--- src/rtl/opp16_driver.sv ---
// Registered 16-bit output-port driver with load/set/clear/toggle ops
// and auto-clearing one-shot pulse bits sharing a single timer.
module opp16_driver #(
  parameter int    UUID      = 0,
  parameter string NAME      = "",
  parameter int    PULSE_LEN = 16
) (
  input  logic        clk,
  input  logic        rst,
  input  logic        wr_en,
  input  logic [1:0]  op,
  input  logic [15:0] wr_data,
  input  logic        mask_wr,
  output logic [15:0] port_out,
  output logic [15:0] pulse_mask,
  output logic        busy
);

  localparam logic [1:0] OP_LOAD = 2'b00;
  localparam logic [1:0] OP_SET  = 2'b01;
  localparam logic [1:0] OP_CLR  = 2'b10;
  localparam logic [1:0] OP_TGL  = 2'b11;

  localparam logic [15:0] LEN = 16'(PULSE_LEN);

  if (PULSE_LEN < 1 || PULSE_LEN > 65535) begin : g_bad_len
    $error("opp16_driver %s (uuid %0d): PULSE_LEN out of range",
           NAME, UUID);
  end

  logic [15:0] word, mask, cnt;
  logic [15:0] base, nxt, touched, cnt_nxt;
  logic        expire, trig;

  // Expiry clears pulse bits before the op, so a write on the
  // expiry edge re-raises them without a low cycle.
  always_comb begin
    expire  = (cnt == 16'd1);
    base    = expire ? (word & ~mask) : word;
    nxt     = base;
    touched = wr_data;
    if (wr_en) begin
      unique case (op)
        OP_LOAD: nxt = wr_data;
        OP_SET:  nxt = base | wr_data;
        OP_CLR:  nxt = base & ~wr_data;
        OP_TGL:  nxt = base ^ wr_data;
        default: nxt = base;
      endcase
    end
    if (op == OP_LOAD) touched = 16'hFFFF;
    trig    = wr_en && ((nxt & mask & touched) != 16'd0);
    cnt_nxt = 16'd0;
    if (trig)
      cnt_nxt = LEN;
    else if ((nxt & mask) == 16'd0)
      cnt_nxt = 16'd0;
    else if (cnt != 16'd0)
      cnt_nxt = cnt - 16'd1;
  end

  always_ff @(posedge clk or posedge rst) begin
    if (rst) begin
      word <= '0;
      mask <= '0;
      cnt  <= '0;
      busy <= 1'b0;
    end else begin
      word <= nxt;
      cnt  <= cnt_nxt;
      busy <= (cnt_nxt != 16'd0);
      if (mask_wr) mask <= wr_data;
    end
  end

  assign port_out   = word;
  assign pulse_mask = mask;

endmodule

--- config.mk ---
export PLATFORM = sky130hd
export DESIGN_NAME = opp16_driver
export DESIGN_NICKNAME = d
export VERILOG_FILES = /design/src/rtl/opp16_driver.sv
export SDC_FILE = /design/constraint.sdc
export NUM_CORES = 1
export LEC_CHECK = 0
export BUFFER_PORTS_ARGS = -buffer_cell sky130_fd_sc_hd__buf_2
export CAP_MARGIN = 20
export CORE_MARGIN = 1
export CORE_UTILIZATION = 53
export CTS_BUF_LIST = sky130_fd_sc_hd__clkbuf_4 sky130_fd_sc_hd__clkbuf_8 sky130_fd_sc_hd__clkbuf_16
export DETAILED_ROUTE_END_ITERATION = 8
export PLACE_DENSITY = 0.76
export SETUP_SLACK_MARGIN = 0.05
export SLEW_MARGIN = 20
export SYNTH_ARGS = -nofsm -noshare
export SYNTH_HDL_FRONTEND = slang
export SYNTH_SLANG_ARGS = --single-unit
export TNS_END_PERCENT = 50
--- constraint.sdc ---
create_clock -name clk -period 4.35 [get_ports clk]
set_clock_uncertainty 0.15 [all_clocks]
set_input_delay 0.6525 -clock clk [delete_from_list [all_inputs] [get_ports clk]]
set_output_delay 0.6525 -clock clk [all_outputs]
set_load 0.05 [all_outputs]
==> results.toml <==
[outcome]
outcome = "completed"

[sta]
worstMarginPinSlew_ns = 1.02
min_period_ns = 4.09
max_slew_margin_pct = 31.7
maxClockFrequency_ghz = 0.244
drv_slew = 0
setup_tns_ns = 0
setup_violations = 0
rsz0062_at_grt = "no"
hold_viol = 0
timing.final.crit_share_pct = 94.0

[detailed_routing]
wl_per_cell_um = 17.2
drc_errors = 0
drtIter0Drc = 376
dr_total_vias = 4089
ant_nets = 0
via_per_inst = 6.15
firstDrtPassIters = 5
drt-total-wl_um = 11400

[setup_path]
path_max_fanout = 9
cpMaxStageDelayCell = "or4_4"
endpoint_kind = "flop"
critPathKind = "flop to flop"
path_cells = "or4_4 -> nor2_1 -> and4_4 -> nand2_1 -> nand2_1 -> inv_1 -> ha_1 -> inv_1 -> mux4_2 -> o2111ai_1 -> o21ai_0 -> nor4_2 -> nand4_1 -> o41a_1 -> buf_4 -> nor2_1"
cp.arrival_ns = 4.19
slowest_delay_ns = 0.54
ff2ff_path_depth = 16
r2r_end = "cnt[9]$_DFF_PP0_"
reg2reg_slack_ns = 0.26
startpoint_type = "flop"
critPathLaunch = "cnt[14]$_DFF_PP0_"
crit_cells = 16
crit_buf_inv = 3
worst_path_dominant_cell_family = "simple AND/OR/NAND/NOR gates"
crit_required_ns = 4.45
r2r-start = "cnt[14]$_DFF_PP0_"

[global_routing]
grt_overflow = 0
grt_use_met2_pct = 49.1
met1_usage_pct = 40.7
grt_antenna_before_repair = 0
gr-usage-met3_pct = 5.82
grt_pass1_vias = 3817
grt_max_degree = 50
grt_pass1_wl_um = 18400
grt_use_total_pct = 30.4
top_usage_layer = "met2"

[placed_design]
io_buffers = 54
gp_congestion = 0.972
placed_cell_area_um2 = 4410
dp_hpwl_um = 8320

[yosys]
synth_enable_flop_cells = 0
yosys.area_share.simple_pct = 24.1
synth_top_family_by_area = "simple AND/OR/NAND/NOR gates"
synth-seq-area-share_pct = 30.4
synthMuxAreaShare_pct = 5.46
synth_seq_cells = 49
synth_area_leaders = "dfrtp_1, ha_1, nand2_1"
ys_warn_count = 0
yosys-top-cells-count = "nand2_1, nor2_1, dfrtp_1"
synthXorXnorAreaFrac_pct = 2.82
syn_nets = 572
synthAdderAreaFrac_pct = 10.6
synthCells = 516
synth_flop_cell = "dfrtp_1"
synth_cell_types = 49
async_flop_share_pct = 100
synth_compound_area_share_pct = 19.1
yosys.area.top_type_share_pct = 30.4
synth_area_per_cell_um2 = 7.81
synth_top_cell_by_area = "dfrtp_1"
yosysMostFrequentCell = "nand2_1"
syn_area_um2 = 4030

[pwr]
p_seq_share_pct = 31.9
ir_drop_mv = 0.214
cellPowerDensity_nw_per_um2 = 475
leakage_uw = 0.00220
power_uw = 2160
switching_share_pct = 47.0
clkPwrFrac_pct = 16.1
switchingPower_uw = 1020
pwr-share-comb_pct = 52.1
intPower_uw = 1150

[die]
die_h_um = 89.2
dieArea_um2 = 7960
dieWidth_um = 89.2
coreArea_um2 = 7290
floorplan.initialDensity_pct = 55.3
io_pins = 55
num_rows = 31

[clocking]
htreeDepth = 2
numClockSinks = 49
numCtsBuffers = 5
cts_buffer_depth = 2
ctsHoldBuffers = 0
cts_tree = "done"
clk_pin_slew_ns = 0.10
cts_root_buf = "clkbuf_8"
worstSkewPairLatency_ns = 0.32

[finish]
fillCellCount = 694
finalInstanceArea_um2 = 4550
nets = 621
diodes = 0
drive_gt1_share_pct = 17.5
area_growth_pct = 13.0

[min_path]
min-delay-path-class = "primary input to async pin"

[run]
drv_cap = 0
## cell families after synthesis
| kind of cell | after synthesis |
|---|---|
| compound gates | 124 |
| xor+xnor | 13 |
| simple gates | 203 |
| flops | 49 |
| buf+inv | 75 |
| fa+ha+maj | 34 |
| mux | 18 |
## worst max path at each step
stage	end	slack (ns)
floorplan	cnt[10]$_DFF_PP0_	0.14
global placement	cnt[10]$_DFF_PP0_	0.17
detailed placement	cnt[13]$_DFF_PP0_	0.05
CTS	cnt[13]$_DFF_PP0_	0.1
global route	cnt[12]$_DFF_PP0_	0.01
finish	cnt[9]$_DFF_PP0_	0.26
## routing by layer
| metal | up-vias | wire length, um |
|---|---|---|
| li1 | 1913 | - |
| met1 | 1971 | 4850 |
| met2 | 182 | 5370 |
| met3 | 23 | 939 |
| met4 | 0 | 266 |
| met5 | - | 0 |
## cell type report
| type | count | area [um^2] | share of cell area [%] |
|---|---|---|---|
| multi-input cells | 393 | 2520 | 55.4 |
| well taps | 99 | 124 | 2.72 |
| clock buffers | 5 | 68.8 | 1.51 |
| repair buffers | 69 | 387 | 8.49 |
| clock inverters | 3 | 46.3 | 1.02 |
| inverters | 47 | 178 | 3.90 |
| flip-flops and latches | 49 | 1230 | 26.9 |
## power by group through the flow
stage,Clock (uW),Combinational (uW),Sequential [uW]
6_report,347,1130,690
3_3_place_gp,0,1050,687
3_5_place_dp,0,1080,694
4_1_cts,354,1090,685
2_1_floorplan,0,673,828
5_1_grt,372,1240,706
## registers in the layout, summed over array words and instances (netlist names)
| signal | count |
|---|---|
| cnt | 16 |
| port_out | 16 |
| busy | 1 |
| pulse_mask | 16 |
## through the flow
step	util, %	worst slack (ns)	hold slack (ns)	std cells
floorplan	-	0.139	0.416	516
global placement	60.4	0.173	0.450	655
detailed placement	60.4	0.0462	0.451	655
CTS	62.1	0.0986	0.433	663
global route	62.5	0.0142	0.406	665
finish	62.5	0.259	0.333	665
## what timing repair did
item / 4_1_cts / 5_1_grt
setup buffers: 0 / 1
gates resized for setup: 1 / 3
cloned: 0 / 1
setup endpoints to repair: 10 / 17
pin swaps: 0 / 3
endpoints found under the hold margin: 0 / 0
## cells in the final DEF, fill, tap and decap left out, types with 2 or more instances in the layout
cell type,synthesis,final
o2111ai_1,6,6
inv_1,47,46
nor4_1,6,5
o32ai_1,2,2
o21ai_1,2,3
a31o_2,2,2
o41a_1,1,2
o211ai_1,8,8
nor3_1,9,9
a21oi_1,38,38
nand2b_1,19,19
nor3b_1,2,2
xnor2_1,6,6
buf_4,1,14
mux4_2,2,2
o21ai_0,37,36
and4bb_1,2,2
and3_1,2,2
dfrtp_1,49,49
nand2_1,63,63
ha_1,34,34
buf_2,12,54
nand3_1,28,28
clkbuf_8,0,5
mux2i_1,4,4
nand4_1,6,6
o2111a_1,2,2
a211oi_1,8,8
a31oi_1,3,3
nor2b_1,2,2
nand4b_1,3,3
a22oi_1,8,8
xor2_1,7,7
or3_1,5,5
nor2_1,51,51
mux2_2,12,12
No activity file was read; power rests on OpenSTA's default activity.
